--- src/rtl/mem_arbiter_if.sv ---
// Request/return bus shared by icache, dcache and memory around mem_arbiter.
// slave is the arbiter's view; master is the view of everything driving it.
interface mem_arbiter_if;
  logic        ic_req_valid;
  logic [31:0] ic_req_addr;
  logic        ic_req_accepted;
  logic [1:0]  dc_req_cmd;
  logic [31:0] dc_req_addr;
  logic [63:0] dc_req_data;
  logic        dc_req_accepted;
  logic [3:0]  req_tag;
  logic [1:0]  mem_cmd;
  logic [31:0] mem_addr;
  logic [63:0] mem_wdata;
  logic [3:0]  mem_resp_tag;
  logic [63:0] mem_data;
  logic [3:0]  mem_data_tag;
  logic        ic_data_valid;
  logic        dc_data_valid;
  logic [63:0] ic_data;
  logic [63:0] dc_data;
  logic [3:0]  ic_data_tag;
  logic [3:0]  dc_data_tag;

  // Handshake: a request is taken in the cycle it is granted and memory answers
  // with a nonzero mem_resp_tag; the *_accepted output is that cycle's
  // acknowledgement. A tag-0 answer means retry, there is no backpressure state.
  modport slave (
    input  ic_req_valid, ic_req_addr, dc_req_cmd, dc_req_addr, dc_req_data,
    input  mem_resp_tag, mem_data, mem_data_tag,
    output ic_req_accepted, dc_req_accepted, req_tag,
    output mem_cmd, mem_addr, mem_wdata,
    output ic_data_valid, dc_data_valid, ic_data, dc_data, ic_data_tag, dc_data_tag
  );

  modport master (
    output ic_req_valid, ic_req_addr, dc_req_cmd, dc_req_addr, dc_req_data,
    output mem_resp_tag, mem_data, mem_data_tag,
    input  ic_req_accepted, dc_req_accepted, req_tag,
    input  mem_cmd, mem_addr, mem_wdata,
    input  ic_data_valid, dc_data_valid, ic_data, dc_data, ic_data_tag, dc_data_tag
  );
endinterface

--- src/rtl/mem_arbiter.sv ---
// Single-cycle icache/dcache arbiter onto one tagged memory port, with an
// owner table that routes returning blocks back to the requester that loaded them.
module mem_arbiter #(
  parameter int NUM_TAGS     = 15,
  parameter int STARVE_LIMIT = 4
) (
  input  logic          clock,
  input  logic          reset,
  mem_arbiter_if.slave  bus
);
  localparam logic [1:0] CMD_NONE  = 2'd0;
  localparam logic [1:0] CMD_LOAD  = 2'd1;
  localparam logic [1:0] CMD_STORE = 2'd2;
  localparam int TAG_W = 4;
  localparam int TBL   = 1 << TAG_W;
  localparam int CNT_W = $clog2(STARVE_LIMIT + 1);
  localparam logic [CNT_W-1:0] CNT_MAX = CNT_W'(STARVE_LIMIT);
  localparam logic [TAG_W-1:0] TAG_MAX = TAG_W'(NUM_TAGS);

  logic [CNT_W-1:0] starve_q, starve_d;
  logic [TBL-1:0]   own_vld_q, own_vld_d;
  logic [TBL-1:0]   own_dc_q, own_dc_d;

  logic dc_req, ic_force, ic_grant, dc_grant;
  logic ic_acc, dc_acc, load_acc, ret_hit;

  // Address bits below the 8-byte block are intentionally dropped.
  logic unused_addr_bits;
  assign unused_addr_bits = ^{bus.ic_req_addr[2:0], bus.dc_req_addr[2:0]};

  always_comb begin
    dc_req   = (bus.dc_req_cmd == CMD_LOAD) || (bus.dc_req_cmd == CMD_STORE);
    ic_force = bus.ic_req_valid && (starve_q == CNT_MAX);
    dc_grant = !reset && dc_req && !ic_force;
    ic_grant = !reset && bus.ic_req_valid && !dc_grant;
    ic_acc   = ic_grant && (bus.mem_resp_tag != '0);
    dc_acc   = dc_grant && (bus.mem_resp_tag != '0);
    load_acc = (ic_acc || (dc_acc && bus.dc_req_cmd == CMD_LOAD))
               && (bus.mem_resp_tag <= TAG_MAX);
    ret_hit  = !reset && (bus.mem_data_tag != '0) && own_vld_q[bus.mem_data_tag];
  end

  always_comb begin
    bus.mem_cmd   = CMD_NONE;
    bus.mem_addr  = '0;
    bus.mem_wdata = '0;
    if (ic_grant) begin
      bus.mem_cmd  = CMD_LOAD;
      bus.mem_addr = {bus.ic_req_addr[31:3], 3'b000};
    end else if (dc_grant) begin
      bus.mem_cmd   = bus.dc_req_cmd;
      bus.mem_addr  = {bus.dc_req_addr[31:3], 3'b000};
      bus.mem_wdata = bus.dc_req_data;
    end
    bus.ic_req_accepted = ic_acc;
    bus.dc_req_accepted = dc_acc;
    bus.req_tag         = reset ? '0 : bus.mem_resp_tag;
    bus.ic_data_valid   = ret_hit && !own_dc_q[bus.mem_data_tag];
    bus.dc_data_valid   = ret_hit &&  own_dc_q[bus.mem_data_tag];
    bus.ic_data         = reset ? '0 : bus.mem_data;
    bus.dc_data         = reset ? '0 : bus.mem_data;
    bus.ic_data_tag     = bus.ic_data_valid ? bus.mem_data_tag : '0;
    bus.dc_data_tag     = bus.dc_data_valid ? bus.mem_data_tag : '0;
  end

  // Return clears before the new assignment so a same-cycle reuse of a tag keeps the new owner.
  always_comb begin
    own_vld_d = own_vld_q;
    own_dc_d  = own_dc_q;
    if (ret_hit) own_vld_d[bus.mem_data_tag] = 1'b0;
    if (load_acc) begin
      own_vld_d[bus.mem_resp_tag] = 1'b1;
      own_dc_d[bus.mem_resp_tag]  = dc_acc;
    end
  end

  always_comb begin
    starve_d = starve_q;
    if (ic_acc)
      starve_d = '0;
    else if (bus.ic_req_valid && dc_grant && (starve_q != CNT_MAX))
      starve_d = starve_q + CNT_W'(1);
  end

  always_ff @(posedge clock) begin
    if (reset) begin
      starve_q  <= '0;
      own_vld_q <= '0;
      own_dc_q  <= '0;
    end else begin
      starve_q  <= starve_d;
      own_vld_q <= own_vld_d;
      own_dc_q  <= own_dc_d;
    end
  end
endmodule

--- src/flat_wrapper.sv ---
// flat-port wrapper written by rule: the top's interface ports become plain ports
module mem_arbiter_flat 
#(
  parameter int NUM_TAGS     = 15,
  parameter int STARVE_LIMIT = 4
)
  (clock, reset, bus_ic_req_valid, bus_ic_req_addr, bus_dc_req_cmd, bus_dc_req_addr, bus_dc_req_data, bus_mem_resp_tag, bus_mem_data, bus_mem_data_tag, bus_ic_req_accepted, bus_dc_req_accepted, bus_req_tag, bus_mem_cmd, bus_mem_addr, bus_mem_wdata, bus_ic_data_valid, bus_dc_data_valid, bus_ic_data, bus_dc_data, bus_ic_data_tag, bus_dc_data_tag);
  mem_arbiter_if bus_i ();
  input  logic clock;
  input  logic reset;
  input wire logic [$bits(bus_i.ic_req_valid)-1:0] bus_ic_req_valid;
  input wire logic [$bits(bus_i.ic_req_addr)-1:0] bus_ic_req_addr;
  input wire logic [$bits(bus_i.dc_req_cmd)-1:0] bus_dc_req_cmd;
  input wire logic [$bits(bus_i.dc_req_addr)-1:0] bus_dc_req_addr;
  input wire logic [$bits(bus_i.dc_req_data)-1:0] bus_dc_req_data;
  input wire logic [$bits(bus_i.mem_resp_tag)-1:0] bus_mem_resp_tag;
  input wire logic [$bits(bus_i.mem_data)-1:0] bus_mem_data;
  input wire logic [$bits(bus_i.mem_data_tag)-1:0] bus_mem_data_tag;
  output wire logic [$bits(bus_i.ic_req_accepted)-1:0] bus_ic_req_accepted;
  output wire logic [$bits(bus_i.dc_req_accepted)-1:0] bus_dc_req_accepted;
  output wire logic [$bits(bus_i.req_tag)-1:0] bus_req_tag;
  output wire logic [$bits(bus_i.mem_cmd)-1:0] bus_mem_cmd;
  output wire logic [$bits(bus_i.mem_addr)-1:0] bus_mem_addr;
  output wire logic [$bits(bus_i.mem_wdata)-1:0] bus_mem_wdata;
  output wire logic [$bits(bus_i.ic_data_valid)-1:0] bus_ic_data_valid;
  output wire logic [$bits(bus_i.dc_data_valid)-1:0] bus_dc_data_valid;
  output wire logic [$bits(bus_i.ic_data)-1:0] bus_ic_data;
  output wire logic [$bits(bus_i.dc_data)-1:0] bus_dc_data;
  output wire logic [$bits(bus_i.ic_data_tag)-1:0] bus_ic_data_tag;
  output wire logic [$bits(bus_i.dc_data_tag)-1:0] bus_dc_data_tag;
  assign bus_i.ic_req_valid = bus_ic_req_valid;
  assign bus_i.ic_req_addr = bus_ic_req_addr;
  assign bus_i.dc_req_cmd = bus_dc_req_cmd;
  assign bus_i.dc_req_addr = bus_dc_req_addr;
  assign bus_i.dc_req_data = bus_dc_req_data;
  assign bus_i.mem_resp_tag = bus_mem_resp_tag;
  assign bus_i.mem_data = bus_mem_data;
  assign bus_i.mem_data_tag = bus_mem_data_tag;
  assign bus_ic_req_accepted = bus_i.ic_req_accepted;
  assign bus_dc_req_accepted = bus_i.dc_req_accepted;
  assign bus_req_tag = bus_i.req_tag;
  assign bus_mem_cmd = bus_i.mem_cmd;
  assign bus_mem_addr = bus_i.mem_addr;
  assign bus_mem_wdata = bus_i.mem_wdata;
  assign bus_ic_data_valid = bus_i.ic_data_valid;
  assign bus_dc_data_valid = bus_i.dc_data_valid;
  assign bus_ic_data = bus_i.ic_data;
  assign bus_dc_data = bus_i.dc_data;
  assign bus_ic_data_tag = bus_i.ic_data_tag;
  assign bus_dc_data_tag = bus_i.dc_data_tag;
  mem_arbiter #(.NUM_TAGS(NUM_TAGS), .STARVE_LIMIT(STARVE_LIMIT)) u_core (.clock(clock), .reset(reset), .bus(bus_i));
endmodule
--- config.mk ---
export PLATFORM = sky130hd
export DESIGN_NAME = mem_arbiter_flat
export DESIGN_NICKNAME = d
export VERILOG_FILES = /design/src/rtl/mem_arbiter_if.sv /design/src/rtl/mem_arbiter.sv /design/src/flat_wrapper.sv
export SDC_FILE = /design/constraint.sdc
export NUM_CORES = 1
export LEC_CHECK = 0
export ABC_AREA = 1
export ABC_CLOCK_PERIOD_IN_PS = 3050
export CAP_MARGIN = 10
export CORE_AREA = 2 2 176 178
export DETAILED_ROUTE_END_ITERATION = 7
export DIE_AREA = 0 0 178 180
export PLACE_DENSITY = 0.52
export SLEW_MARGIN = 10
export SYNTH_ARGS = -nofsm -noshare
export SYNTH_HDL_FRONTEND = slang
export SYNTH_SLANG_ARGS = --single-unit
--- constraint.sdc ---
create_clock -name clock -period 3.05 [get_ports clock]
set_clock_uncertainty 0.15 [all_clocks]
set_input_delay 0.305 -clock clock [delete_from_list [all_inputs] [get_ports clock]]
set_output_delay 0.305 -clock clock [all_outputs]
set_load 0.05 [all_outputs]
Yosys cells after proc, flatten, opt, wreduce, memory -nomap -nowiden
Cells that the tools add are included.

word-level totals
  register bits = 35
  latch bits = 0
  memory bits (writable) = 0
  memory bits (read-only) = 0
  input port bits = 205
  output and inout port bits = 242
  word-level logic and storage cells = 63
  memories kept = 0

cells by class
  $add $sub $neg = 1
  $mul = 0
  divide/modulo/power cells = 0
  magnitude comparators = 5
  equality and inequality tests = 4
  shift-type cells = 0
  mux-type cells = 21
  bitwise gates (word level) = 3
  reduce and logical (&&, ||, !) cells = 26

operator list
  operator                                                            number
  two-way mux 64 bit                                                  3
  two-way mux 32 bit                                                  2
  two-way mux 16 bit                                                  2
  logical AND 1 bit                                                   17
  bitwise AND 16 bit                                                  1
  bitwise mux 16 bit                                                  1
  inverter 16 bit                                                     1
  OR 16 bit                                                           1
  two-way mux 4 bit                                                   3
  < comparator 4 x 5 -> 1 bit (second input constant)                 2
  binary-select mux 1 bit (select 4 bit)                              2
  demux 1 bit (select 4 bit)                                          2
  greater-or-equal comparator 4 x 1 -> 1 bit (second input constant)  2
  nonzero test 4 bit                                                  2
  less-or-equal comparator 4 bit (second input constant)              1
  zero test 1 bit                                                     4
  two-way mux 1 bit                                                   4
  two-way mux 2 bit                                                   2
  adder 3 x 1 -> 3 bit (second input constant)                        1
  equality test 3 bit (second input constant)                         1
  inequality test 3 bit (second input constant)                       1
  equality test 2 x 1 -> 1 bit (second input constant)                1
  equality test 2 bit (second input constant)                         1
  logical OR 1 bit                                                    2
  OR reduction 2 bit                                                  1

Depth between registers and ports, before layout
Gate-level depths: netlist (run 1).

  word-level depth = 10
  mapped depth = 14
  mapped depth without buffers = 13

Least setup slack after synthesis (run 1)
Ideal clock, no wire load.

  kind = input-to-output
  from = in bus_mem_data_tag[1]
  to = out bus_dc_data_tag[0]
  data arrival time = 2.262 ns
  required time = 2.595 ns
  slack = 0.333 ns
  stages on the path = 11
  buffers on the path = 1
  path through = buf_4 -> inv_2 -> nor2_1 -> inv_2 -> o22ai_1 -> o21ai_0 -> nand2_1 -> nor2_1 -> nor2_2 -> inv_2 -> nor2_1

between the ends
  cells in the longest elaborated chain, start to end = 5
  elaborated cells between the ends (all ways) = 9
  classes of those cells = mux (5); reduce/logical (4)

RTL lines
  item                                                                                 RTL line            source
  from (decl)                                                                          flat_wrapper.sv:18  input wire logic [$bits(bus_i.mem_data_tag)-1:0] bus_mem_data_tag;
  binary-select mux 1 bit (select 4 bit) / nonzero test 4 bit (equally long branches)  mem_arbiter.sv:40   ret_hit = !reset && (bus.mem_data_tag != '0) && own_vld_q[bus.mem_data_tag];
  two-way mux 1 bit (not written as such) / logical AND 1 bit (equally long branches)  mem_arbiter.sv:40
  logical AND 1 bit                                                                    mem_arbiter.sv:40
  logical AND 1 bit *                                                                  mem_arbiter.sv:59   bus.dc_data_valid = ret_hit && own_dc_q[bus.mem_data_tag];
  net bus_dc_data_valid                                                                flat_wrapper.sv:26  output wire logic [$bits(bus_i.dc_data_valid)-1:0] bus_dc_data_valid;
  two-way mux 4 bit *                                                                  mem_arbiter.sv:63   bus.dc_data_tag = bus.dc_data_valid ? bus.mem_data_tag : '0;
  to (decl)                                                                            flat_wrapper.sv:30  output wire logic [$bits(bus_i.dc_data_tag)-1:0] bus_dc_data_tag;

The timed path passes the listed nets; every way through them passes the cells marked *. The select of a mux whose other input is x is not followed.

Final worst setup path (run 1)
  from = in bus_mem_data_tag[1]
  to = out bus_ic_data_tag[0]

between the ends
  cells in the longest elaborated chain, start to end = 5
  elaborated cells between the ends (all ways) = 10
  classes of those cells = mux (5); reduce/logical (5)

RTL lines
  item                                                                   RTL line                              source
  binary-select mux 1 bit (select 4 bit), or another cell as far along   mem_arbiter.sv:40
  two-way mux 1 bit (not written as such), or another cell as far along  mem_arbiter.sv:40
  logical AND 1 bit / zero test 1 bit (equally long branches)            mem_arbiter.sv:40, mem_arbiter.sv:58
  logical AND 1 bit *                                                    mem_arbiter.sv:58                     bus.ic_data_valid = ret_hit && !own_dc_q[bus.mem_data_tag];
  two-way mux 4 bit *                                                    mem_arbiter.sv:62                     bus.ic_data_tag = bus.ic_data_valid ? bus.mem_data_tag : '0;
  to (decl)                                                              flat_wrapper.sv:29                    output wire logic [$bits(bus_i.ic_data_tag)-1:0] bus_ic_data_tag;

Every way passes the cells marked *; elsewhere a longest branch is shown, timed or not. The select of a mux whose other input is x is not followed.

==> run metrics, run 1 <==
Setup TNS 0 ns; Clk pin slew, worst setup/hold paths ~0.060 ns; detailed-placement wirelength estimate between 20000 and 25000 um; DP Worst Slack roughly 0.21 ns; Starting Density 0.129; fraction of layout instances using a drive strength above 1 0.146; asr flop ratio synth 0; register area share after synthesis 0.180; number of global-route vias before repair around 5.5k; Avg Cell Area, Syn around 5.5 sq um; Slew @ Worst Pin 0.618 ns; DR pass1 iterations 4; post-CTS resize count 0; worst min-delay path category flip-flop to flip-flop; largest net degree at the start of global routing between 60 and 70; Switching Share 0.446; row cnt 64; routed vias/inst ~3.6; Initial DRC Count roughly 200; initial antenna violation count 9; number of synthesized flops with an enable pin 0; RSZ-0062 raised after global routing no; via count 5334; net switching power about 1200 uW; H-tree depth 2; Hold-fix buffers, CTS 0; Flop pwr share 0.170; WS Path Type input pin to primary output; CTS tree yes; Max Buffers Root-to-Sink 2; chip width approximately 180 um; Nets about 1.3k; status completed; global placer's final weighted congestion between 0.8 and 0.9; worst endpoint required time 2.59 ns; CTS Buf Count 5; Leak Pwr approximately 0.0042 uW; Critical Path AT approximately 2.3 ns; Crit. End Element primary output; netlist area before placement 3890 sq um; die height between 150 and 200 um; Syn Inst Count about 700; first-pass GRT wire length between 30000 and 40000 um; flops & latches, synth 35; Final ANT Viol Nets 0; Die Area about 32000 sq um; Peak VDD IR 0.157 mV; post-synthesis cell type count 30; setup bufs post-CTS 0; PD cells just under 300 nW/um^2; critical path fanouts, max 7; Final Setup Violations 0; GRT Overall Usage 0.143; # IOs about 450; Fmax 0.365 GHz; Post-synth top flop dfxtp_1; period utilization 0.899; per-cell routed wire length ~16 um; Placeable Area 30200 sq um; Routed WL between 20000 and 25000 um; fin crit period around 2.7 ns; clock tree sinks 35; synth warn 0; PortBufs between 400 and 500; final setup margin 0.308 ns; clock root buffer master clkbuf_16; CP startpoint kind input pin; Slew HR 0.588; Int Power between 1500 and 2000 uW; Area growth, synth to finish 144%; Comb power frac 0.649; clock share of power 0.181; Clock Latency Late Sink 0.28 ns; # DRC 0; global route overflow 0; Final Hold Vio Count 0; max-slew violation count 0; Max Cap Violations 0
## final timing paths
| kind | start | to | slack [ns] | depth (start not counted) |
|---|---|---|---|---|
| setup / recovery | bus_mem_data_tag[1] | bus_ic_data_tag[0] | 0.31 | 10 |
| hold / removal | u_core.own_vld_q[0]$_SDFF_PP0_ | u_core.own_vld_q[0]$_SDFF_PP0_ | 0.27 | 2 |
| setup reg to reg | u_core.starve_q[0]$_SDFFE_PP0P_ | u_core.own_dc_q[1]$_SDFFE_PP0P_ | 0.74 | 12 |
| hold reg to reg | u_core.own_vld_q[0]$_SDFF_PP0_ | u_core.own_vld_q[0]$_SDFF_PP0_ | 0.27 | 2 |
## layer usage
metal	up-vias	share of wire	global-route usage
met5	-	0.0039	0
met4	14	0.0072	0.0144
met3	20	0.054	0.0319
met2	205	0.53	0.270
met1	2342	0.40	0.169
li1	2753	-	-
## power by group through the flow
| stage | Sequential (uW) | Combinational (uW) | Clock [uW] |
|---|---|---|---|
| floorplan | 474 | 934 | 0 |
| global placement | 475 | 1790 | 0 |
| detailed placement | 475 | 1790 | 0 |
| CTS | 465 | 1800 | 504 |
| global route | 466 | 1850 | 522 |
| finish | 465 | 1780 | 497 |
## registers in the layout, summed over array words and instances, names as in the netlist
| signal | flops |
|---|---|
| u_core.own_dc_q | 16 |
| u_core.own_vld_q | 16 |
| u_core.starve_q | 3 |
## final cells by class
class                      count  area, sq um
fill                        3193        20700
timing repair buffer         456         5610
multi-input combinational    410         1890
sequential                    35          701
inverter                     168          636
tap                          396          495
clock buffer                   6          129
clock inverter                 2         12.5
antenna                        2         5.00
## logic make-up (layout without fill, tap and decap cells)
logic type / after synthesis / after routing / synth area share
AO/OA/AOI/OAI: 76 / 76 / 0.130
XOR/XNOR: 1 / 1 / 0.00225
adder cells (fa/ha/maj): 3 / 3 / 0.00964
buffers and inverters: 267 / 632 / 0.336
flip-flops: 35 / 35 / 0.180
other: 1 / 5 / 0.000963
AND/OR/NAND/NOR: 327 / 327 / 0.342
## worst max-delay path, stage by stage
cell and delay (ns):
clkdlybuf4s50_1 0.63, nor2_1 0.16, inv_2 0.12, o21ai_0 0.07, o21ai_0 0.15, nand2_1 0.07, nor2_1 0.23, nand2_1 0.17
nor2_1 0.20, buf_12 0.16
## layout by cell type (no fill, tap or decap), types with 2 or more instances in the layout
| cell type | synthesis | routed |
|---|---|---|
| a22o_1 | 29 | 29 |
| a21oi_1 | 31 | 31 |
| inv_4 | 2 | 2 |
| nand2_1 | 102 | 102 |
| conb_1 | 1 | 3 |
| nor2_1 | 182 | 182 |
| o21ai_0 | 8 | 8 |
| ha_1 | 3 | 3 |
| nor2_4 | 2 | 2 |
| o21a_1 | 2 | 2 |
| inv_1 | 161 | 161 |
| clkbuf_16 | 0 | 5 |
| dfxtp_1 | 35 | 35 |
| nand2_2 | 4 | 4 |
| clkdlybuf4s50_1 | 0 | 323 |
| a22oi_1 | 4 | 4 |
| buf_4 | 68 | 23 |
| buf_12 | 0 | 110 |
| nand3_1 | 31 | 31 |
| diode_2 | 0 | 2 |
| inv_2 | 5 | 5 |
## synthesized netlist by cell type (2+ instances only)
library cell,n,area share
a22oi_1,4,0.0077
nor2_1,182,0.18
nand3_1,31,0.040
buf_6,5,0.014
o21a_1,2,0.0039
nor2_4,2,0.0058
o21ai_0,8,0.010
ha_1,3,0.0096
inv_2,5,0.0048
buf_4,68,0.13
buf_1,2,0.0019
a21oi_1,31,0.040
a22o_1,29,0.065
dfxtp_1,35,0.18
inv_4,2,0.0032
nand2_1,102,0.098
clkbuf_1,19,0.018
inv_1,161,0.16
nand2_2,4,0.0064
buf_2,5,0.0064
## stage by stage
stage	power (uW)	hold WS, ns	util	std cells	cell area [sq um]
floorplan	1410	0.253	-	712	3900
global placement	2270	0.263	0.309	1465	9330
detailed placement	2260	0.266	0.309	1465	9330
CTS	2770	0.274	0.314	1473	9470
global route	2840	0.299	0.314	1475	9480
finish	2740	0.273	0.314	1475	9480
Note: power is estimated with default switching activity, not from simulation.
==> inputs of run 2 (changes only) <==
--- a/config.mk
+++ b/config.mk
@@ -7,7 +7,7 @@
 export LEC_CHECK = 0
 export ABC_AREA = 1
 export ABC_CLOCK_PERIOD_IN_PS = 3050
-export CAP_MARGIN = 10
+export CAP_MARGIN = 20
 export CORE_AREA = 2 2 176 178
 export DETAILED_ROUTE_END_ITERATION = 7
 export DIE_AREA = 0 0 178 180
==> results of run 2 <==
Final layout, timing and power as in run 1 (identical DEF).
